$ cat src/rtl/pc_branch_unit.sv
// Program-counter stage: forms branch/jump targets, holds the PC behind a
// valid/ready fetch handshake and parks redirects that arrive while fetch is
// stalled. Optional saturating redirect counter: define PC_BRANCH_UNIT_PERF_CNT_EN.
module pc_branch_unit #(
    parameter logic [31:0] RESET_PC = 32'h0000_0000,
    parameter int          CNT_W    = 16
) (
    input  logic             clk_i,
    input  logic             rst_i,
    input  logic             stall_i,
    input  logic             ready_i,
    input  logic             branch_i,
    input  logic             jump_i,
    input  logic [31:0]      branch_base_i,
    input  logic [31:0]      offset_sl2_i,
    input  logic [25:0]      jump_addr_i,
    output logic [31:0]      pc_o,
    output logic [31:0]      pc_plus4_o,
    output logic             valid_o,
    output logic             redirect_pend_o,
    output logic [CNT_W-1:0] redirect_cnt_o
);

    typedef enum logic [1:0] {
        ST_BOOT  = 2'd0,
        ST_FETCH = 2'd1,
        ST_PEND  = 2'd2
    } state_e;

    state_e      state_q, state_d;
    logic [31:0] pc_q, pc_d;
    logic [31:0] pend_q, pend_d;

    logic        fire;
    logic        redirect;
    logic [31:0] branch_target;
    logic [31:0] jump_target;
    logic [31:0] target;

    assign branch_target = branch_base_i + offset_sl2_i;
    assign jump_target   = {branch_base_i[31:28], jump_addr_i, 2'b00};
    assign target        = jump_i ? jump_target : branch_target;
    assign redirect      = jump_i | branch_i;

    assign valid_o         = (state_q != ST_BOOT);
    assign fire            = valid_o & ready_i & ~stall_i;
    assign redirect_pend_o = (state_q == ST_PEND);
    assign pc_o            = pc_q;
    assign pc_plus4_o      = pc_q + 32'd4;

    always_comb begin
        state_d = state_q;
        pc_d    = pc_q;
        pend_d  = pend_q;
        unique case (state_q)
            ST_BOOT: begin
                state_d = ST_FETCH;
                if (redirect) begin
                    pend_d  = target;
                    state_d = ST_PEND;
                end
            end
            ST_FETCH: begin
                if (fire) begin
                    pc_d = redirect ? target : pc_plus4_o;
                end else if (redirect) begin
                    pend_d  = target;
                    state_d = ST_PEND;
                end
            end
            ST_PEND: begin
                // A redirect arriving with the fire is newer than the parked one.
                if (fire) begin
                    pc_d    = redirect ? target : pend_q;
                    pend_d  = 32'd0;
                    state_d = ST_FETCH;
                end else if (redirect) begin
                    pend_d = target;
                end
            end
            default: begin
                state_d = ST_BOOT;
            end
        endcase
    end

    always_ff @(posedge clk_i) begin
        if (rst_i) begin
            state_q <= ST_BOOT;
            pc_q    <= RESET_PC;
            pend_q  <= 32'd0;
        end else begin
            state_q <= state_d;
            pc_q    <= pc_d;
            pend_q  <= pend_d;
        end
    end

`ifdef PC_BRANCH_UNIT_PERF_CNT_EN
    logic             applied;
    logic [CNT_W-1:0] cnt_q, cnt_d;

    // The PC loads a target on a redirecting fire in FETCH or any fire in PEND.
    assign applied = fire & (redirect | (state_q == ST_PEND));

    always_comb begin
        cnt_d = cnt_q;
        if (applied && (cnt_q != {CNT_W{1'b1}})) begin
            cnt_d = cnt_q + CNT_W'(1);
        end
    end

    always_ff @(posedge clk_i) begin
        if (rst_i) begin
            cnt_q <= '0;
        end else begin
            cnt_q <= cnt_d;
        end
    end

    assign redirect_cnt_o = cnt_q;
`else
    assign redirect_cnt_o = '0;
`endif

endmodule

$ cat config.mk
export PLATFORM = sky130hd
export DESIGN_NAME = pc_branch_unit
export DESIGN_NICKNAME = d
export VERILOG_FILES = /design/src/rtl/pc_branch_unit.sv
export SDC_FILE = /design/constraint.sdc
export NUM_CORES = 1
export LEC_CHECK = 0
export CAP_MARGIN = 20
export CORE_MARGIN = 5
export CORE_UTILIZATION = 49
export DETAILED_ROUTE_END_ITERATION = 7
export PLACE_DENSITY = 0.83
export RECOVER_POWER = 100
export SYNTH_ARGS = -nofsm -noshare
export SYNTH_HDL_FRONTEND = slang
export SYNTH_SLANG_ARGS = --single-unit
$ cat constraint.sdc
create_clock -name clk_i -period 3.74 [get_ports clk_i]
set_clock_uncertainty 0.2 [all_clocks]
set_input_delay 0.561 -clock clk_i [delete_from_list [all_inputs] [get_ports clk_i]]
set_output_delay 0.561 -clock clk_i [all_outputs]
set_load 0.02 [all_outputs]
## Yosys cells after proc, flatten, opt, wreduce, memory -nomap -nowiden

Index checks and enable logic that the tools add are counted.

- Register bits: 66
- Input bits: 96
- Word-level logic and storage cells: 36

- Add/sub/neg operators: 2
- Eq/ne operators: 6
- Multiplexer cells: 14
- Bitwise operators: 4
- Reduce and logical (&&, ||, !) cells: 7

Operators by type and width:

| cell | number |
|---|---|
| $mux W32 | 7 |
| $pmux W32 S3 | 1 |
| $pmux W32 S2 | 1 |
| $add A32 B3 Y32 const B | 1 |
| $add A32 B32 Y32 | 1 |
| $mux W2 | 4 |
| $ne A2 B2 Y1 const B | 3 |
| $pmux W2 S3 | 1 |
| $reduce_and A3 Y1 | 2 |
| $reduce_bool A2 Y1 | 2 |
| $reduce_bool A3 Y1 | 1 |
| $and A1 B1 Y1 | 2 |
| $eq A2 B1 Y1 const B | 1 |
| $eq A2 B2 Y1 const B | 1 |
| $logic_not A2 Y1 | 1 |
| $ne A2 B1 Y1 const B | 1 |
| $reduce_and A2 Y1 | 1 |
| $not A1 Y1 | 1 |
| $or A1 B1 Y1 | 1 |

## Longest topological paths before layout

Gate-level depths: netlist (run 1).

- Depth after elaboration: 5
- Gate-level depth with buffers: 11

## Least setup slack after synthesis (run 1)

No wires, ideal clock.

- Path kind: input to register
- Start: input branch_base_i[0]
- End: register pend_q[30]
- Setup time: 0.134 ns
- Arrival time: 2.708 ns
- Slack: 0.698 ns
- Stages on the path: 11
- Path buffers: 0
- Path through: ha_1 inv_1 fa_1 nand2b_1 a21o_1 a2111o_1 a21boi_2 a21oi_2 a211oi_1 or2_1 o221ai_1

- Cells in the longest elaborated chain, start to end: 5
- Elaborated cells on any way between the ends: 6
- Classes of those cells: add/sub (1); mux (5)

Ends and longest elaborated chain:

| element | line | RTL |
|---|---|---|
| start, declared | 14 | `input logic [31:0] branch_base_i,` |
| $add A32 B32 Y32 (*) | 40 | `assign branch_target = branch_base_i + offset_sl2_i;` |
| $mux W32 (*) | 42 | `assign target = jump_i ? jump_target : branch_target;` |
| $mux W32 (*) | 58, 66, 77 |  |
| $mux W32 (on tied branches) | 73, 64 |  |
| $pmux W32 S3 (*) | 55 | `unique case (state_q)` |
| end signal, assigned | 95 | `pend_q <= pend_d;` |
| end, declared | 32 | `logic [31:0] pend_q, pend_d;` |

Mark *: on every way between the ends. The rest lies on a longest branch, timed or not. The select of a mux whose other input is x is not followed.
A chain may end at the register's enable or synchronous reset.

## Final worst setup path (run 1)

Ends and elaborated chain as after synthesis.

==> results of run 1 <==
==> logic make-up (layout without fill, tap and decap cells) <==
family	Yosys count	count (layout)	share of synthesized area, %
xor+xnor	43	43	6.41
flops	66	66	22.5
simple gates	324	324	26.5
mux	12	12	2.11
compound gates	248	248	28.6
fa+ha+maj	33	33	7.15
other cells	1	17	0.0638
buf+inv	84	214	6.73
==> final cells by class <==
cell class | instances | area [sq um]
antenna | 1 | 2.50
inverter | 16 | 60.1
timing repair buffer | 183 | 1760
multi-input combinational | 676 | 4190
sequential | 66 | 1320
fill | 1017 | 4050
clock buffer | 13 | 270
tap | 147 | 184
clock inverter | 2 | 35.0
==> power by group <==
| part | internal, uW | switching [uW] |
|---|---|---|
| logic | 386 | 513 |
| clock network | 565 | 293 |
| registers | 758 | 49.6 |
| total | 1710 | 856 |
==> through the flow <==
stage          setup slack, ps  hold WS (ps)  std cells  instance area (sq um)  total power [uW]
2_1_floorplan              698           231        826                   5930              1390
3_3_place_gp             -3.10           241       1088                   7570              1720
3_5_place_dp             -45.8           245       1088                   7570              1730
4_1_cts                    263           252       1103                   7880              2590
5_1_grt                   8.56           293       1104                   7820              2680
6_report                   159           254       1104                   7820              2570
==> worst max path at each step <==
stage | from | end | cells past startpoint
after global placement | branch_base_i[0] | pc_o[24] | 13
after global routing | branch_base_i[0] | pc_o[14] | 13
after floorplan | branch_base_i[0] | pend_q[30] | 11
after detailed placement | branch_base_i[0] | pend_q[24] | 13
final | branch_base_i[0] | pend_q[30] | 12
after CTS | pc_o[20] | pc_plus4_o[26] | 5
==> worst max-delay path: stages <==
cell and delay, ps:
dlygate4sd3_1 530, ha_1 190, inv_1 60, fa_1 380, nand2b_1 170, a21o_1 170, a2111o_1 410, a21boi_1 290
a21oi_2 120, a211oi_1 400, or2_1 190, o221ai_1 100
==> Yosys cell counts (all sizes together) (4+ instances only) <==
cell	n	area [sq um]
nor2	110	413
nand2	79	297
a21oi	68	359
dfxtp	66	1320
o21ai	49	249
clkbuf	42	158
ha	32	400
nand3	32	160
xnor2	30	263
buf	26	178
a211oi	23	188
nor3	21	105
inv	15	56.3
nand4	15	115
a22oi	14	105
a21o	13	97.6
xor2	13	114
and2	12	75.1
and3	12	77.6
a32oi	11	96.3
or3	11	68.8
a31oi	10	62.6
mux2i	9	90.1
a311oi	8	70.1
o211ai	8	65.1
nand2b	7	43.8
nor2b	6	37.5
o21a	6	45.0
nor4	5	52.6
a221oi	4	35.0
and4	4	38.8
o31a	4	35.0
o31ai	4	30.0
==> state kept, by name, indices dropped and copies added, names as in the netlist <==
name and count:
pc_o 32, pend_q 32, state_q 2
==> per-layer routing <==
| metal | up-vias | share of wire (%) | GRT usage, % |
|---|---|---|---|
| met5 | - | 0 | 0 |
| met1 | 3049 | 44 | 35.4 |
| li1 | 3210 | - | - |
| met4 | 0 | 2.3 | 7.30 |
| met3 | 41 | 9.4 | 5.04 |
| met2 | 377 | 44 | 40.2 |
==> results.py, run 1 <==
metrics = {
    "status": {
        "status": "complete, but fails checks",
        "violations": "max-capacitance violations, max-slew violations",
    },
    "critical_path": {
        "reg2reg_slack_ps": 330,
        "worstPathArrival_ps": 3580,
        "r2r_start": "state_q[0]",
        "end_kind": "register",
        "ff2ff_path_depth": 7,
        "worstPathRequired_ps": 3740,
        "worstSetupPathType": "in2reg",
        "r2r_end": "pc_o[24]",
        "startpoint_type": "input pin",
        "worstPathMaxFanout": 3,
    },
    "routing": {
        "firstDrtPassIters": 6,
        "vias_per_cell": 6.05,
        "dr_total_vias": 6677,
        "antenna_left": 0,
        "drcViolationCount": 0,
        "drt-total-wl_microns": 19200,
        "post_drt_wl_per_cell_microns": 17.4,
        "drt_iter0_drc": 635,
    },
    "timing": {
        "rsz0062_at_grt": "no",
        "fmax_ghz": 0.279,
        "drv_slew": 12,
        "min_period_over_period_pct": 95.7,
        "period_minus_slack_ps": 3580,
        "max-slew-margin-rel_pct": -9.19,
        "timing_hold_violations_final": 0,
        "tightest_slew_ps": 1620,
        "fin_setup_tns_ps": 0,
        "setup_violations": 0,
    },
    "placement": {
        "gp_congestion": 0.911,
        "portBuffers": 161,
        "hpwl_microns": 14800,
    },
    "cts": {
        "cts_sinks": 66,
        "cts_resized": 0,
        "hold_buffers": 0,
        "clk_pin_slew_worst_paths_ps": 60,
        "htreeDepth": 3,
        "ctsRootBufferMaster": "clkbuf_16",
        "cts_tree": "yes",
        "numCtsBuffers": 9,
        "insertion_delay_ps": 330,
        "cts_buffer_depth": 2,
        "post_cts_buffers": 0,
    },
    "floorplan": {
        "fp.coreArea_sq_mm": 0.0119,
        "initial_utilization_pct": 49.6,
        "die_width_microns": 120,
        "io_pins": 178,
        "die_h_microns": 120,
        "die_area_sq_mm": 0.0143,
        "rows": 40,
    },
    "worst_hold_path": {
        "hp-start": "pend_q[22]",
        "hold_depth": 2,
        "min_path_type": "reg2reg",
        "holdPathEnd": "pend_q[22]",
    },
    "global_routing": {
        "grt_pass1_vias": 6003,
        "grt_pass1_wl_microns": 30200,
        "grt_antenna_before_repair": 1,
        "grt_max_degree": 51,
        "track_usage_pct": 25.5,
        "gr-total-overflow": 0,
    },
    "final_layout": {
        "nNetsFinal": 1081,
        "layout-drive-gt1-share_pct": 5.13,
        "area_growth_pct": 33.0,
        "final_common_cell": "nor2_1",
        "finalCoreUtilization_pct": 65.9,
        "final_cell_mix": "110 x nor2_1, 93 x clkdlybuf4s50_1, 79 x nand2_1, 67 x dlygate4sd3_1, 66 x dfxtp_1",
    },
    "logic_synthesis": {
        "synth_seq_area_share_pct": 22.5,
        "synth_area_sq_mm": 0.00588,
        "ys_ff_latch": 66,
        "ys_warn_count": 0,
        "synthFlopType": "dfxtp_1",
        "syn_inst": 811,
        "synth-async-reset-ratio_pct": 0,
        "synth.distinct_cells": 76,
        "synth-edff-count": 0,
        "syn_area_per_cell_sq_um": 7.25,
    },
    "pwr": {
        "p_leak_uw": 0.00324,
        "powerDensity_mw_per_mm2": 328,
        "ir_drop_v": 0.000230,
    },
    "flow_run": {
        "max-cap-violations": 1,
    },
}
(Power assumes the default switching activity.)
==> inputs of run 2 (changes only) <==
--- a/config.mk
+++ b/config.mk
@@ -5,8 +5,6 @@
 export SDC_FILE = /design/constraint.sdc
 export NUM_CORES = 1
 export LEC_CHECK = 0
-export CAP_MARGIN = 20
-export CORE_MARGIN = 5
 export CORE_UTILIZATION = 49
 export DETAILED_ROUTE_END_ITERATION = 7
 export PLACE_DENSITY = 0.83
==> run 2 against run 1 <==
Against the previous run:
- the run ends with design-rule violations left
- worst hold slack worse by 2.2 ps
- register-to-register slack better by 780 ps
- critical endpoint is now pc_plus4_o[30]
- non-clock buffer count is 5 higher
- largest power group is now clock
==> results.py, run 2 (synthesized netlist as in run 1, its figures left out) <==
metrics = {
    "routing": {
        "drt_iter0_drc": 657,
        "firstDrtPassIters": 7,
        "antenna_left": 0,
        "drcViolationCount": 11,
        "dr_total_vias": 6656,
        "post_drt_wl_per_cell_microns": 17.2,
        "drt-total-wl_microns": 19000,
        "vias_per_cell": 6.02,
    },
    "critical_path": {
        "crit_chain": "nand4_1, nor4_1, nand4_1, xnor2_1, dlygate4sd3_1",
        "startpoint_type": "register",
        "worstPathRequired_ps": 2980,
        "worstPathArrival_ps": 2740,
        "r2r_end": "pc_o[20]",
        "crit_path_top_delay_cell": "dlygate4sd3_1",
        "reg2reg_slack_ps": 1110,
        "cpMostUsedCell": "nand4_1",
        "end_kind": "primary output",
        "worstSetupPathType": "reg2out",
        "r2r_start": "pc_o[8]",
        "ff2ff_path_depth": 7,
        "worstPathMaxFanout": 6,
        "worst_path_largest_cell_delay_ps": 710,
    },
    "global_routing": {
        "grt_pass1_wl_microns": 30500,
        "gr-total-overflow": 0,
        "grt_antenna_before_repair": 0,
        "grt_max_degree": 32,
        "grt_pass1_vias": 6143,
        "track_usage_pct": 30.1,
    },
    "placement": {
        "placedInstanceArea_sq_mm": 0.00759,
        "gp_congestion": 0.888,
        "hpwl_microns": 14500,
        "dp.cells": 1089,
        "portBuffers": 161,
    },
    "cts": {
        "cts_resized": 0,
        "insertion_delay_ps": 330,
        "cts_sinks": 66,
        "numCtsBuffers": 9,
        "ctsRootBufferMaster": "clkbuf_16",
        "htreeDepth": 3,
        "cts_buffer_depth": 2,
        "clk_pin_slew_worst_paths_ps": 50,
        "post_cts_buffers": 0,
        "hold_buffers": 0,
        "cts_tree": "yes",
    },
    "floorplan": {
        "die_area_sq_mm": 0.0124,
        "die_width_microns": 112,
        "rows": 39,
        "io_pins": 178,
        "fp.coreArea_sq_mm": 0.0116,
        "die_h_microns": 112,
        "initial_utilization_pct": 50.8,
    },
    "final_layout": {
        "final_cell_mix": "110 x nor2_1, 92 x clkdlybuf4s50_1, 79 x nand2_1, 68 x dlygate4sd3_1",
        "final_cells": 1105,
        "diodes": 0,
        "layout-drive-gt1-share_pct": 6.13,
        "nNetsFinal": 1086,
        "area_growth_pct": 35.0,
        "final_common_cell": "nor2_1",
        "fin_area_sq_mm": 0.00793,
    },
    "pwr": {
        "p_leak_uw": 0.00330,
        "powerDensity_mw_per_mm2": 353,
        "ir_drop_v": 0.000293,
    },
    "worst_hold_path": {
        "hp-start": "pend_q[23]",
        "holdPathEnd": "pend_q[23]",
        "hold_depth": 2,
        "min_path_type": "reg2reg",
    },
    "flow_run": {
        "max-cap-violations": 0,
    },
    "timing": {
        "rsz0062_at_grt": "no",
        "drv_slew": 0,
        "period_minus_slack_ps": 3500,
        "max-slew-margin-rel_pct": 30.0,
        "min_period_over_period_pct": 93.5,
        "tightest_slew_ps": 1050,
        "setup_violations": 0,
        "fmax_ghz": 0.286,
        "timing_hold_violations_final": 0,
        "fin_setup_tns_ps": 0,
    },
    "status": {
        "status": "complete, but fails checks",
        "violations": "design-rule violations",
    },
}
-- run 2: cell count changes in the layout (fill, tap and decap cells not counted), sizes merged --
cell	before	now
dlygate4sd3	67	68
bufinv	1	4
diode	1	0
clkbuf	22	19
clkdlybuf4s50	93	92
buf	14	21
clkinv	2	1
-- run 2: where the power goes --
part | internal (uW) | switching (uW) | leakage [uW]
Clock | 773 | 306 | 0.000189
Sequential | 757 | 50.4 | 0.000542
Combinational | 390 | 523 | 0.00257
Total | 1920 | 880 | 0.00330
-- run 2: area by class of cell --
| class | count | area (sq um) |
|---|---|---|
| Multi-Input combinational cell | 676 | 4200 |
| Clock inverter | 4 | 120 |
| Inverter | 16 | 60.1 |
| Timing Repair Buffer | 188 | 1790 |
| Fill cell | 977 | 3630 |
| Sequential cell | 66 | 1320 |
| Tap cell | 143 | 179 |
| Clock buffer | 12 | 267 |
-- run 2: worst max path at each step --
stage / start / to / depth (start not counted)
floorplan: branch_base_i[0] / pend_q[30] / 11
global placement: branch_base_i[0] / pend_q[30] / 12
detailed placement: branch_base_i[0] / pc_o[24] / 13
CTS: pc_o[20] / pc_plus4_o[30] / 5
global route: offset_sl2_i[8] / pc_o[31] / 10
finish: pc_o[20] / pc_plus4_o[30] / 5
-- run 2: metrics by stage --
stage	worst slack [ps]	power (uW)	hold WS (ps)	utilization, %
floorplan	698	1390	231	-
detailed placement	30.7	1740	243	65.7
finish	242	2800	252	68.6
global placement	137	1720	240	65.7
CTS	285	2810	250	69.0
global route	58.8	2910	286	68.6
-- run 2: routing by layer --
layer,vias to the layer above,GRT usage (%),part of all wire [%]
li1,3225,-,-
met1,3039,41.3,44
met2,360,48.9,45
met3,32,4.41,8.7
met4,0,8.74,2.1
met5,-,0,0
-- run 2: critical path: cells and delay by family (launching register included) --
kind | cells | cell delay [ps]
AND/OR/NAND/NOR | 3 | 970
buffers and inverters | 1 | 710
flip-flops | 1 | 460
XOR/XNOR | 1 | 260
